==> src/rtl/uart_reg_pkg.sv <==
// ============================================================================
// Module   : uart_reg_pkg
// Brief    : Shared constants, state encodings and command-byte builder for
//            the UART register-access host.
// Revision : 1.0
// ============================================================================
`default_nettype none

package uart_reg_pkg;

    localparam logic [2:0] CMD_WR_PREFIX = 3'b101;
    localparam logic [2:0] CMD_RD_PREFIX = 3'b000;
    localparam int         ADDR_W        = 3;

    localparam int                 STATE_W      = 3;
    localparam logic [STATE_W-1:0] ST_IDLE      = 3'd0;
    localparam logic [STATE_W-1:0] ST_SEND_CMD  = 3'd1;
    localparam logic [STATE_W-1:0] ST_SEND_DATA = 3'd2;
    localparam logic [STATE_W-1:0] ST_WAIT_RX   = 3'd3;
    localparam logic [STATE_W-1:0] ST_DONE      = 3'd4;

    function automatic logic [7:0] build_cmd(input logic write, input logic [ADDR_W-1:0] addr);
        return {(write ? CMD_WR_PREFIX : CMD_RD_PREFIX), 2'b00, addr};
    endfunction

endpackage

`default_nettype wire

==> src/rtl/uart_rsp_timer.sv <==
// ============================================================================
// Module   : uart_rsp_timer
// Brief    : Clearable, saturating cycle counter with an expiry flag.
// Revision : 1.0
// ============================================================================
`default_nettype none

module uart_rsp_timer #(
    parameter int LIMIT = 100000
) (
    input  logic clk,
    input  logic rst_n,
    input  logic i_clr,
    input  logic i_inc,
    output logic o_expire
);

    localparam int             CNT_W  = $clog2(LIMIT + 1);
    localparam logic [CNT_W:0] c_last = (CNT_W + 1)'(LIMIT - 1);

    logic [CNT_W-1:0] r_count;
    logic [CNT_W:0]   w_next;

    always_ff @(posedge clk) begin
        if (!rst_n || i_clr) begin
            r_count <= '0;
        end else if (i_inc && (r_count != {CNT_W{1'b1}})) begin
            r_count <= r_count + 1'b1;
        end
    end

    // Flags the cycle whose increment lands the count on LIMIT-1.
    assign w_next   = {1'b0, r_count} + 1'b1;
    assign o_expire = (w_next >= c_last);

endmodule

`default_nettype wire

==> src/rtl/uart_reg_host.sv <==
// ============================================================================
// Module   : uart_reg_host
// Brief    : Host-side initiator for the UART register-access protocol.
// Revision : 1.0
// ============================================================================
`default_nettype none

module uart_reg_host
    import uart_reg_pkg::*;
#(
    parameter int W_REG          = 32,
    parameter int TIMEOUT_CYCLES = 100000
) (
    input  logic              clk,
    input  logic              rst_n,
    input  logic              req_valid,
    output logic              req_ready,
    input  logic              req_write,
    input  logic [ADDR_W-1:0] req_addr,
    input  logic [W_REG-1:0]  req_wdata,
    output logic [7:0]        tx_byte,
    output logic              tx_valid,
    input  logic              tx_ready,
    input  logic [7:0]        rx_byte,
    input  logic              rx_valid,
    output logic              rsp_valid,
    output logic [W_REG-1:0]  rsp_rdata,
    output logic              rsp_err
);

    localparam int             N_BYTES    = W_REG / 8;
    localparam int             IDX_W      = (N_BYTES > 1) ? $clog2(N_BYTES) : 1;
    localparam logic [IDX_W-1:0] c_last_idx = IDX_W'(N_BYTES - 1);

    logic [STATE_W-1:0] r_state;
    logic [STATE_W-1:0] w_state_next;
    logic               r_write;
    logic [ADDR_W-1:0]  r_addr;
    logic [W_REG-1:0]   r_shift;
    logic [W_REG-1:0]   r_cap;
    logic [IDX_W-1:0]   r_idx;
    logic               r_tx_valid;
    logic [7:0]         r_tx_byte;
    logic [W_REG-1:0]   r_rsp_rdata;
    logic               r_rsp_err;

    logic               w_tx_hs;
    logic               w_rx_last;
    logic               w_expire;
    logic               w_timeout;
    logic [W_REG-1:0]   w_cap_next;

    assign w_tx_hs    = r_tx_valid && tx_ready;
    assign w_rx_last  = rx_valid && (r_idx == c_last_idx);
    assign w_timeout  = !rx_valid && w_expire;
    // Bytes arrive LSB first, so each new byte enters at the top and shifts down.
    assign w_cap_next = (r_cap >> 8) | (W_REG'(rx_byte) << (W_REG - 8));

    uart_rsp_timer #(
        .LIMIT    (TIMEOUT_CYCLES)
    ) u_rsp_timer (
        .clk      (clk),
        .rst_n    (rst_n),
        .i_clr    ((r_state != ST_WAIT_RX) || rx_valid),
        .i_inc    ((r_state == ST_WAIT_RX) && !rx_valid),
        .o_expire (w_expire)
    );

    always_ff @(posedge clk) begin
        if (!rst_n) begin
            r_state <= ST_IDLE;
        end else begin
            r_state <= w_state_next;
        end
    end

    always_comb begin
        w_state_next = r_state;
        case (r_state)
            ST_IDLE:      if (req_valid) w_state_next = ST_SEND_CMD;
            ST_SEND_CMD:  if (w_tx_hs) w_state_next = r_write ? ST_SEND_DATA : ST_WAIT_RX;
            ST_SEND_DATA: if (w_tx_hs && (r_idx == c_last_idx)) w_state_next = ST_DONE;
            ST_WAIT_RX:   if (w_rx_last || w_timeout) w_state_next = ST_DONE;
            ST_DONE:      w_state_next = ST_IDLE;
            default:      w_state_next = ST_IDLE;
        endcase
    end

    always_comb begin
        req_ready = (r_state == ST_IDLE);
        rsp_valid = (r_state == ST_DONE);
        tx_valid  = r_tx_valid;
        tx_byte   = r_tx_byte;
        rsp_rdata = r_rsp_rdata;
        rsp_err   = r_rsp_err;
    end

    // The first SEND_CMD cycle loads the command; the TX register is then
    // refilled directly from the shift register on every handshake.
    always_ff @(posedge clk) begin
        if (!rst_n) begin
            r_write     <= 1'b0;
            r_addr      <= '0;
            r_shift     <= '0;
            r_cap       <= '0;
            r_idx       <= '0;
            r_tx_valid  <= 1'b0;
            r_tx_byte   <= 8'h00;
            r_rsp_rdata <= '0;
            r_rsp_err   <= 1'b0;
        end else begin
            case (r_state)
                ST_IDLE: begin
                    if (req_valid) begin
                        r_write <= req_write;
                        r_addr  <= req_addr;
                        r_shift <= req_wdata;
                    end
                end
                ST_SEND_CMD: begin
                    if (!r_tx_valid) begin
                        r_tx_valid <= 1'b1;
                        r_tx_byte  <= build_cmd(r_write, r_addr);
                    end else if (tx_ready) begin
                        r_idx <= '0;
                        if (r_write) begin
                            r_tx_byte <= r_shift[7:0];
                            r_shift   <= r_shift >> 8;
                        end else begin
                            r_tx_valid <= 1'b0;
                            r_cap      <= '0;
                        end
                    end
                end
                ST_SEND_DATA: begin
                    if (w_tx_hs) begin
                        if (r_idx == c_last_idx) begin
                            r_tx_valid  <= 1'b0;
                            r_rsp_rdata <= '0;
                            r_rsp_err   <= 1'b0;
                        end else begin
                            r_idx     <= r_idx + 1'b1;
                            r_tx_byte <= r_shift[7:0];
                            r_shift   <= r_shift >> 8;
                        end
                    end
                end
                ST_WAIT_RX: begin
                    if (rx_valid) begin
                        r_cap <= w_cap_next;
                        r_idx <= r_idx + 1'b1;
                        if (w_rx_last) begin
                            r_rsp_rdata <= w_cap_next;
                            r_rsp_err   <= 1'b0;
                        end
                    end else if (w_expire) begin
                        r_rsp_rdata <= '0;
                        r_rsp_err   <= 1'b1;
                    end
                end
                default: ;
            endcase
        end
    end

endmodule

`default_nettype wire

==> config.mk <==
export PLATFORM = sky130hd
export DESIGN_NAME = uart_reg_host
export DESIGN_NICKNAME = d
export VERILOG_FILES = /design/src/rtl/uart_reg_pkg.sv /design/src/rtl/uart_rsp_timer.sv /design/src/rtl/uart_reg_host.sv
export SDC_FILE = /design/constraint.sdc
export NUM_CORES = 1
export LEC_CHECK = 0
export BUFFER_PORTS_ARGS = -buffer_cell sky130_fd_sc_hd__buf_2
export CAP_MARGIN = 20
export CORE_MARGIN = 2
export CORE_UTILIZATION = 52
export CTS_BUF_LIST = sky130_fd_sc_hd__clkbuf_4
export CTS_CLUSTER_DIAMETER = 150
export DETAILED_ROUTE_END_ITERATION = 16
export PLACE_DENSITY = 0.74
export SLEW_MARGIN = 20
export SYNTH_ARGS = -nofsm -noshare
export SYNTH_HDL_FRONTEND = slang
export SYNTH_SLANG_ARGS = --single-unit
==> constraint.sdc <==
create_clock -name clk -period 3.1 [get_ports clk]
set_input_delay 0.465 -clock clk [delete_from_list [all_inputs] [get_ports clk]]
set_output_delay 0.465 -clock clk [all_outputs]
set_load 0.05 [all_outputs]
==> reports/metrics.yaml <==
run_status: "completed"
cts-root-buf: "clkbuf_4"
ys_ff_latch: 124
grt_pass1_wl_mm: 20.12
via_per_inst: 5.475
rsz0062_at_grt: "no"
setup_violations: 0
worst_setup_path_end_kind: "flip-flop"
die_area_um2: 11810
drt_pass1_iterations: 4
clockBufferDepth: 2
cts_tree: "built"
setup_tns_ps: 0
drtAntennaViolNets: 0
cts.clk_slew.worst_paths_ps: 110
cts_setup_buffers: 0
synth_ff_type: "dfxtp_1"
vias: 4785
antenna_found_initial: 1
hold_buffers: 0
switching_power_mw: 1.703
worstPathArrival_ps: 3190
routed_wl_mm: 12.04
drive_gt1_share_pct: 19.89
period_needed_ps: 2736
clk_latency_ps: 520
grt_max_degree: 68
die_x_um: 108.7
p_leak_nw: 2.382
max_stage_delay_ps: 420
cts.sinks: 124
intPower_mw: 2.812
area_delta_synth_final_pct: 10.71
netlist_instances: 659
start_util_pct: 53.04
p_per_area_nw_per_um2: 715.7
required_ps: 3550
slew_headroom_pct: 33.40
rows: 38
async_flop_share_pct: 0
clock.fmax_mhz: 365.5
grt_pass1_vias: 4489
timing.final.hold_violations: 0
place_hpwl_mm: 8.199
seqPwrFrac_pct: 43.4
cts_made_buffers: 17
synth.distinct_cells: 55
synth_nets: 712
clock_power_share_pct: 25.8
wire_per_inst_um: 13.78
cts_resized: 0
netSwitchingFraction_pct: 37.72
layout_commonest_cell: "dfxtp_1"
peakVddDrop_v: 0.0004068
die_height_um: 108.7
fin_skew_ps: 16.17
final_cell_mix: "122 x dfxtp_1, 113 x nand2_1, 95 x nor2_1"
slowest_stage: "dfxtp_2"
drc: 0
fin_crit_sh_pct: 88.26
ios: 93
slew_violations: 0
cp_cell_sequence: "ha_1, nand3_1, or2_4, nor4_1, ha_1, nand3_1, nand3_1, o211a_2, buf_12, mux2i_1"
io_buffer_count: 92
track_usage_pct: 21.21
htreeDepth: 4
comb_power_share_pct: 30.9
cp_common_cell: "nand3_1"
fillers: 960
synth.cell_area_um2: 5699
nNetsFinal: 775
ys_seq_area_share_pct: 43.56
avgSynthCellArea_um2: 8.648
min_path_type: "in2reg"
tightest_slew_ps: 996.6
maxCapViolCount: 0
core_um2: 10750
synth_edf_count: 0
ys_warn_count: 0
crit_fanout: 33
criticalPathCategory: "reg2reg"
start_kind: "flip-flop"
gp_congestion: 0.8873
num_antenna_cells: 0
total_power_mw: 4.516
multi_input_area_um2: 2808
grt_overflow: 0
drt_iter0_drc: 282
seq_area_um2: 2485
-- stage by stage --
step / area, um2 / worst slack, ps / instances / utilization [%] / hold WS (ps)
after floorplan: 5699 / 525.1 / 659 / - / 432.1
after global placement: 6015 / 430.6 / 843 / 55.97 / 438.8
after detailed placement: 6015 / 227.2 / 843 / 55.97 / 448.2
after CTS: 6305 / 195.6 / 874 / 58.67 / 126.8
after global routing: 6310 / 51.02 / 874 / 58.72 / 113.5
final: 6310 / 364.0 / 874 / 58.72 / 164.2
-- synth_stat cells (all sizes together) (10+ instances only) --
| cell type | n | share of area, % |
|---|---|---|
| nand3 | 47 | 4.1 |
| dfxtp | 124 | 44 |
| a22oi | 25 | 3.3 |
| xor2 | 10 | 1.5 |
| clkbuf | 27 | 2.0 |
| a311oi | 29 | 4.5 |
| nor2 | 96 | 6.3 |
| mux2i | 45 | 7.9 |
| buf | 19 | 3.0 |
| a21oi | 15 | 1.3 |
| nor3 | 12 | 1.2 |
| nand2 | 113 | 7.4 |
-- layout make-up --
class / count / area share (%)
repair buffers: 99 / 8.328
clock buffers: 19 / 2.261
flip-flops and latches: 124 / 39.38
inverters: 7 / 0.4164
clock inverters: 12 / 2.340
well taps: 140 / 2.776
multi-input cells: 473 / 44.50
-- cell families after synthesis --
group                    count (synthesis)  synth area share [%]
buffers and inverters                   62                 7.355
flip-flops                             124                 43.56
adder cells (fa/ha/maj)                  4                0.8782
AND/OR/NAND/NOR                        306                 24.00
multiplexers                            46                 8.101
XOR/XNOR                                19                 2.920
AO/OA/AOI/OAI                           98                 13.19
-- critical path, delay by kind of cell, from the launching register on --
family                   cells  cell delay [ps]
adder cells (fa/ha/maj)      2              470
AO/OA/AOI/OAI                1              230
AND/OR/NAND/NOR              5             1050
multiplexers                 1              230
buffers and inverters        1              240
flip-flops                   1              420
-- power by group through the flow --
stage,Combinational [mW],Sequential (mW),Clock [mW]
finish,1.39,1.96,1.16
global route,1.56,1.99,1.26
CTS,1.40,1.96,1.19
detailed placement,1.40,1.99,0
global placement,1.36,1.98,0
floorplan,1.09,2.03,0
-- metal layers --
metal / global-route usage [%] / share of wire [%]
met1: 25.49 / 45
met2: 36.03 / 49
met3: 6.575 / 4.4
met4: 7.143 / 1.6
met5: 0 / 0.042
-- sequential cells by signal (all words and copies together), names as in the netlist --
signal               flops
r_shift                 32
rsp_rdata               32
r_cap                   24
u_rsp_timer.r_count     17
tx_byte                  8
r_addr                   3
r_state                  3
r_idx                    2
r_write                  1
rsp_err                  1
tx_valid                 1
-- path summary, 6_finish.rpt --
kind              slack [ps]                    from  cells after the start       endpoint
setup / recovery         360  u_rsp_timer.r_count[0]                     10  rsp_rdata[11]
hold / removal           160             req_addr[1]                      3      r_addr[1]
setup reg to reg         360  u_rsp_timer.r_count[0]                     10  rsp_rdata[11]
hold reg to reg          460             r_shift[26]                      2    r_shift[26]
Power figures use the tool's default switching activity.
